**src/rtl/adder_pkg.sv**
```systemverilog
// Shared definitions for the serial digit adder: FSM encoding and step-counter sizing.
package adder_pkg;

  localparam logic [1:0] IDLE = 2'd0;
  localparam logic [1:0] RUN  = 2'd1;
  localparam logic [1:0] DONE = 2'd2;

  // A single-step operation still needs a one-bit counter.
  function automatic int unsigned step_width(int unsigned nstep);
    return (nstep > 1) ? $clog2(nstep) : 1;
  endfunction

endpackage

```
**src/rtl/digit_adder.sv**
```systemverilog
// Combinational DIGIT-bit ripple-carry adder built from gate primitives.
module digit_adder #(
  parameter int unsigned DIGIT = 2
) (
  input  logic [DIGIT-1:0] a,
  input  logic [DIGIT-1:0] b,
  input  logic             cin,
  output logic [DIGIT-1:0] s,
  output logic             cout,
  output logic             c_msb
);

  logic [DIGIT:0]   c;
  logic [DIGIT-1:0] p;
  logic [DIGIT-1:0] g;
  logic [DIGIT-1:0] t;

  assign c[0] = cin;

  for (genvar i = 0; i < DIGIT; i++) begin : g_fa
    xor u_xp (p[i], a[i], b[i]);
    xor u_xs (s[i], p[i], c[i]);
    and u_ag (g[i], a[i], b[i]);
    and u_at (t[i], p[i], c[i]);
    or  u_oc (c[i+1], g[i], t[i]);
  end

  assign cout  = c[DIGIT];
  assign c_msb = c[DIGIT-1];

endmodule

```
**src/rtl/serial_digit_adder.sv**
```systemverilog
// Multi-cycle adder/subtractor: DIGIT bits per clock through a carry flip-flop,
// with start/busy/done handshake and an accumulate mode that reuses the last sum.
module serial_digit_adder #(
  parameter int unsigned WIDTH = 8,
  parameter int unsigned DIGIT = 2
) (
  input  logic             clk,
  input  logic             reset,
  input  logic             start,
  input  logic             sub,
  input  logic             acc_mode,
  input  logic [WIDTH-1:0] a,
  input  logic [WIDTH-1:0] b,
  output logic             busy,
  output logic             done,
  output logic [WIDTH-1:0] sum,
  output logic             carry_out,
  output logic             overflow
);
  import adder_pkg::*;

  localparam int unsigned NSTEP = WIDTH / DIGIT;
  localparam int unsigned SW    = step_width(NSTEP);

  logic [1:0]       state_q, state_d;
  logic [SW-1:0]    step_q;
  logic [WIDTH-1:0] opa_q, opb_q, res_q, res_next;
  logic [WIDTH-1:0] sum_q;
  logic             carry_q, cout_q, ovf_q;
  logic             accept, last;
  logic [DIGIT-1:0] dsum;
  logic             dcout, dcmsb;

  assign accept = start && (state_q == IDLE || state_q == DONE);
  assign last   = (state_q == RUN) && (step_q == SW'(NSTEP - 1));

  digit_adder #(
    .DIGIT(DIGIT)
  ) u_digit (
    .a    (opa_q[DIGIT-1:0]),
    .b    (opb_q[DIGIT-1:0]),
    .cin  (carry_q),
    .s    (dsum),
    .cout (dcout),
    .c_msb(dcmsb)
  );

  // New digits enter at the top so the first (least significant) digit ends up at bit 0.
  assign res_next = (res_q >> DIGIT) | (WIDTH'(dsum) << (WIDTH - DIGIT));

  always_comb begin
    state_d = state_q;
    case (state_q)
      IDLE:    if (start) state_d = RUN;
      RUN:     if (last) state_d = DONE;
      DONE:    state_d = start ? RUN : IDLE;
      default: state_d = IDLE;
    endcase
  end

  always_ff @(posedge clk) begin
    if (reset) begin
      state_q <= IDLE;
      step_q  <= '0;
      opa_q   <= '0;
      opb_q   <= '0;
      res_q   <= '0;
      carry_q <= 1'b0;
      sum_q   <= '0;
      cout_q  <= 1'b0;
      ovf_q   <= 1'b0;
    end else begin
      state_q <= state_d;
      if (accept) begin
        opa_q   <= acc_mode ? sum_q : a;
        opb_q   <= sub ? ~b : b;
        carry_q <= sub;
        step_q  <= '0;
      end else if (state_q == RUN) begin
        opa_q   <= opa_q >> DIGIT;
        opb_q   <= opb_q >> DIGIT;
        res_q   <= res_next;
        carry_q <= dcout;
        step_q  <= step_q + SW'(1);
        if (last) begin
          sum_q  <= res_next;
          cout_q <= dcout;
          ovf_q  <= dcmsb ^ dcout;
        end
      end
    end
  end

  assign busy      = (state_q == RUN);
  assign done      = (state_q == DONE);
  assign sum       = sum_q;
  assign carry_out = cout_q;
  assign overflow  = ovf_q;

endmodule

```
**config.mk**
```make
export PLATFORM = sky130hd
export DESIGN_NAME = serial_digit_adder
export DESIGN_NICKNAME = d
export VERILOG_FILES = /design/src/rtl/adder_pkg.sv /design/src/rtl/digit_adder.sv /design/src/rtl/serial_digit_adder.sv
export SDC_FILE = /design/constraint.sdc
export NUM_CORES = 1
export LEC_CHECK = 0
export CORE_MARGIN = 2
export CORE_UTILIZATION = 45
export CTS_BUF_LIST = sky130_fd_sc_hd__clkbuf_4 sky130_fd_sc_hd__clkbuf_8
export CTS_CLUSTER_DIAMETER = 120
export DETAILED_ROUTE_END_ITERATION = 16
export GPL_TIMING_DRIVEN = 1
export PLACE_DENSITY = 0.71
export SLEW_MARGIN = 30
export SYNTH_ARGS = -nofsm -noshare
export SYNTH_HDL_FRONTEND = slang
export SYNTH_SLANG_ARGS = --single-unit
```
**constraint.sdc**
```tcl
create_clock -name clk -period 2.4 [get_ports clk]
set_clock_uncertainty 0.2 [all_clocks]
set_input_delay 0.48 -clock clk [delete_from_list [all_inputs] [get_ports clk]]
set_output_delay 0.48 -clock clk [all_outputs]
set_load 0.02 [all_outputs]
```
# [After elaboration in Yosys (flattened, before gate mapping)]
# Index checks and enable logic that the tools add are counted.
[word_totals] output_inout_bits=12 wordCells=50 register_bits=39
[classes] muxes=12 eq_ne=5 addsub=1 n_bitwise=14 reduce_logical=9
[op_table] operator="8-bit two-way mux" count=6
[op_table] operator="8-bit NOT" count=1
[op_table] operator="6-bit by 8-bit OR with 8-bit output" count=1
[op_table] operator="2-bit case mux with 3 select lines" count=1
[op_table] operator="1-bit XOR" count=5
[op_table] operator="1-bit AND" count=4
[op_table] operator="2-bit == test (second input constant)" count=2
[op_table] operator="2-bit two-way mux" count=2
[op_table] operator="2-bit AND reduction" count=2
[op_table] operator="1-bit two-way mux" count=3
[op_table] operator="3-bit AND reduction" count=1
[op_table] operator="2-bit by 1-bit adder with 2-bit output (second input constant)" count=1
[op_table] operator="2-bit by 1-bit == test with 1-bit output (second input constant)" count=1
[op_table] operator="1-bit logical AND" count=2
[op_table] operator="2-bit zero test" count=1
[op_table] operator="2-bit by 1-bit != test with 1-bit output (second input constant)" count=1
[op_table] operator="2-bit != test (second input constant)" count=1
[op_table] operator="1-bit OR" count=2
[op_table] operator="2-bit nonzero test" count=1
[op_table] operator="2-bit OR reduction" count=1
[op_table] operator="1-bit logical OR" count=1
[op_table] operator="1-bit NOT" count=1

# [Logic depth before layout (Yosys ltp)]
# Gate-level depths: netlist (run 1).
[logic_depth] word_depth=7 depth_mapped=6 depth_no_buf=6

# [Cells and area by module]
# From an unflattened synthesis (run 1), not the netlist that was laid out.
[hier_totals] cells_unflattened=192 hier_area_um2=1681.6
[modules_own_cells] module="serial_digit_adder" area_per_inst_um2=1641.6 instances=1 cells_each=190
[modules_own_cells] module="digit_adder" area_per_inst_um2=40.0 instances=1 cells_each=2

# [Worst setup path before layout (run 1)]
# Ideal clock, no wire load.
[synth_timing] path_type="flip-flop to flip-flop" from="register opa_q[0]" to="register ovf_q, in the netlist overflow" path_stages_with_launch=6 slack_ns=0.543 t_arrival_ns=1.571 setup_ns=0.086 t_required_ns=2.114 path_cell_list="dfxtp_1 -> inv_1 -> fa_1 -> fa_1 -> xnor2_1 -> a211oi_1"
[synth_between] elab_chain_cells=6
[synth_lines] item="start: declaration" line="serial_digit_adder.sv:27" rtl="logic [WIDTH-1:0] opa_q, opb_q, res_q, res_next;"
[synth_lines] item="start signal: assignment" line="serial_digit_adder.sv:75" rtl="opa_q <= acc_mode ? sum_q : a;"
[synth_lines] item="start signal: assignment" line="serial_digit_adder.sv:80" rtl="opa_q <= opa_q >> DIGIT;"
[synth_lines] item="1-bit XOR" line="digit_adder.sv:21" rtl="xor u_xp (p[i], a[i], b[i]);"
[synth_lines] item="1-bit AND" line="digit_adder.sv:24" rtl="and u_at (t[i], p[i], c[i]);"
[synth_lines] item="1-bit OR *" line="digit_adder.sv:25" rtl="or u_oc (c[i+1], g[i], t[i]);"
[synth_lines] item="1-bit AND" line="digit_adder.sv:24"
[synth_lines] item="1-bit OR" line="digit_adder.sv:25"
[synth_lines] item="1-bit XOR *" line="serial_digit_adder.sv:88" rtl="ovf_q <= dcmsb ^ dcout;"
[synth_lines] item="end signal: assignment" line="serial_digit_adder.sv:88"
[synth_lines] item="end: declaration" line="serial_digit_adder.sv:29" rtl="logic carry_q, cout_q, ovf_q;"
# Every way passes the cells marked *; elsewhere a longest branch is shown, timed or not.
# A chain may end at the register's enable or synchronous reset.

# [Final worst setup path (run 1)]
[layout_timing] from="register state_q[0]" to="output port busy"
[layout_between] elab_chain_cells=1
[layout_lines] item="start: declaration" line="serial_digit_adder.sv:25" rtl="logic [1:0] state_q, state_d;"
[layout_lines] item="start signal: assignment" line="serial_digit_adder.sv:73" rtl="state_q <= state_d;"
[layout_lines] item="2-bit by 1-bit == test with 1-bit output" line="serial_digit_adder.sv:94" rtl="assign busy = (state_q == RUN);"
[layout_lines] item="end: declaration" line="serial_digit_adder.sv:14" rtl="output logic busy,"
# No other way between the ends.

==> results of run 1 <==
## how the worst min path moves through the flow
stage	slack (ps)	to	cells past startpoint
floorplan	230	sum[0]$_SDFFE_PP0P_	2
global placement	250	res_q[3]$_SDFFE_PP0P_	2
detailed placement	250	res_q[2]$_SDFFE_PP0P_	2
CTS	260	res_q[2]$_SDFFE_PP0P_	2
global route	280	sum[1]$_SDFFE_PP0P_	2
finish	260	res_q[2]$_SDFFE_PP0P_	2
## cells by family after synthesis
kind of cell	synth area share [%]
AO/OA/AOI/OAI	17.3
AND/OR/NAND/NOR	16.8
adder cells (fa/ha/maj)	3.17
multiplexers	5.59
XOR/XNOR	5.29
buffers and inverters	7.17
flip-flops	44.7
## registers in the layout (all words and copies together) (netlist names)
| name | count |
|---|---|
| carry_out | 1 |
| carry_q | 1 |
| opa_q | 8 |
| opb_q | 8 |
| overflow | 1 |
| res_q | 6 |
| state_q | 2 |
| step_q | 2 |
| sum | 8 |
## critical path: cells and delay by family, from the launching register on
family / cells / cell delay (ps)
buffers and inverters: 2 / 660
DFF: 1 / 410
and+or+nand+nor: 1 / 160
## metrics by stage
stage	hold WS [ps]	util, %	total power [mW]
3_5_place_dp	255	55.0	0.868
5_1_grt	279	58.3	1.47
2_1_floorplan	232	-	0.808
3_3_place_gp	249	55.0	0.863
6_report	264	58.3	1.41
4_1_cts	265	58.3	1.42
## routing by layer
| layer | vias to the layer above | wire length [microns] |
|---|---|---|
| met5 | - | 0 |
| li1 | 690 | - |
| met2 | 24 | 1670 |
| met4 | 0 | 38 |
| met3 | 4 | 110 |
| met1 | 648 | 1560 |
## area by class of cell
type                    instances  area share, %
flip-flops and latches         37           35.2
clock inverters                 1           1.43
clock buffers                   7           4.28
repair buffers                 37           17.0
well taps                      48           2.86
inverters                       6           1.31
multi-input cells             127           37.9
## layout by cell type, fill, tap and decap left out, drive strengths merged, types with 5 or more instances in the layout
cell type	n
inv	5
buf	5
dfxtp	37
xor2	8
clkbuf	7
a211oi	6
a221oi	6
a21oi	26
nand2	25
nor2	8
nand2b	8
a22oi	5
mux2i	7
clkdlybuf4s50	32
nand3	9
## where the power goes
group	switching [mW]	internal [mW]	leakage, nW
Combinational	0.0982	0.0940	0.389
Sequential	0.0189	0.645	0.302
Clock	0.201	0.350	0.0619
Total	0.319	1.09	0.752
==> results.py, run 1 <==
metrics = {
    "outcome": {
        "outcome": "finished clean",
    },
    "worst_setup_path": {
        "slowest_stage": "clkdlybuf4s50_1",
        "r2r_slack_ps": 410,
        "crit_path_end": "busy",
        "critPathKind": "reg -> out",
        "max_stage_delay_ps": 590,
        "crit_required_ps": 1720,
        "regToRegStartpoint": "opa_q[0]$_SDFFE_PP0P_",
        "arrival_ps": 1500,
        "crit_path_end_kind": "output port",
        "reg2reg_depth": 5,
        "path_max_fanout": 7,
        "path_cells": "nand2b_1, clkinv_4, clkdlybuf4s50_1",
        "r2r_end": "overflow$_SDFFE_PP0P_",
        "cp-start-kind": "flop",
        "worstSetupStartpoint": "state_q[0]$_SDFFE_PP0P_",
    },
    "logic_synthesis": {
        "yosys_warnings": 0,
        "post-synth-top-area-cell": "dfxtp_1",
        "synthArstFlopShare_pct": 0,
        "ys_types": 30,
        "synth-edff-count": 0,
        "synthTopCellsByArea": "dfxtp_1, a21oi_1, nand2_1",
        "synthCells": 186,
        "synth_common_cells": "dfxtp_1, a21oi_1, nand2_1, nand3_1",
        "avgSynthCellArea_sq_um": 8.91,
        "netlist_area_sq_um": 1660,
        "ys_ff_latch": 37,
        "synth.top_cell.area_share_pct": 44.7,
        "synth_fp_nets": 210,
        "synthMostInstantiatedCell": "dfxtp_1",
        "ys.flop_type": "dfxtp_1",
        "ys_seq_area_share_pct": 44.7,
    },
    "grt": {
        "globalRouteMet3Util_pct": 4.69,
        "use_met1_pct": 20.5,
        "grt_overflow": 0,
        "grt_start_max_net_pins": 38,
        "busiest_layer": "met2",
        "grt_pass1_vias": 1294,
        "track_usage_pct": 17.5,
        "met2_usage_pct": 30.9,
        "antenna_found_initial": 0,
        "grt_pass1_wl_microns": 5670,
    },
    "sta": {
        "slew-limit-headroom_pct": 66.1,
        "slew_viol_final": 0,
        "setup_ws_ps": 219,
        "finalCritPeriodShare_pct": 90.9,
        "tns_ps": 0,
        "finalCriticalPeriod_ps": 2180,
        "tightest_slew_ps": 508,
        "hold_violations": 0,
        "finalSetupViolCount": 0,
        "fmax_mhz": 458,
        "rsz0062_at_grt": "false",
    },
    "detailed_routing": {
        "routed_wl_microns": 3370,
        "dr.first_iter.drc_count": 52,
        "firstDrtPassIters": 4,
        "ant_nets": 0,
        "wl_per_cell_microns": 12.8,
        "num_vias": 1366,
        "drc": 0,
        "via_per_inst": 5.19,
    },
    "final_layout": {
        "design_area_sq_um": 2100,
        "multiInputGateArea_sq_um": 797,
        "fin_nets": 238,
        "seqCellArea_sq_um": 741,
        "diodes": 0,
        "drive_gt1_share_pct": 7.44,
        "finalNonFillerCells": 263,
        "fillers": 307,
        "areaGrowthSynthToFinish_pct": 27.0,
    },
    "floorplanning": {
        "die_area_sq_um": 4180,
        "die_w_microns": 64.7,
        "start_util_pct": 45.9,
        "rows": 22,
        "ioPinCount": 33,
        "die-height_microns": 64.7,
        "core-area_sq_um": 3610,
    },
    "cts": {
        "cts_hold_buf": 0,
        "cts_made_buffers": 5,
        "root_buffer": "clkbuf_8",
        "cts_buffer_depth": 2,
        "cts_max_level": 2,
        "postCtsSetupRepairBufs": 0,
        "cts_sinks": 37,
        "clk_pin_slew_ps": 70,
        "cts_resized": 0,
        "insertion_delay_ps": 280,
        "cts_tree": "built",
    },
    "power_and_ir_drop": {
        "power_density_nw_per_um2": 669,
        "peakVddDrop_mv": 0.513,
        "p_leak_nw": 0.752,
    },
    "placed_design": {
        "dpl.hpwl_microns": 2380,
        "placed_area_sq_um": 1980,
        "place.port_buffers": 32,
        "place_congestion": 0.781,
        "post-place-ws_ps": 399,
        "dpl.cell_count": 255,
    },
    "worst_hold_path": {
        "min_path_type": "reg -> reg",
        "hold_start": "res_q[2]$_SDFFE_PP0P_",
    },
    "job": {
        "drv_cap": 0,
    },
}
Power figures use the tool's default switching activity.
==> inputs of run 2 (changes only) <==
--- a/config.mk
+++ b/config.mk
@@ -5,6 +5,7 @@
 export SDC_FILE = /design/constraint.sdc
 export NUM_CORES = 1
 export LEC_CHECK = 0
+export CAP_MARGIN = 10
 export CORE_MARGIN = 2
 export CORE_UTILIZATION = 45
 export CTS_BUF_LIST = sky130_fd_sc_hd__clkbuf_4 sky130_fd_sc_hd__clkbuf_8
==> results of run 2 <==
The final DEF is identical to that of run 1; final timing and power are the same.
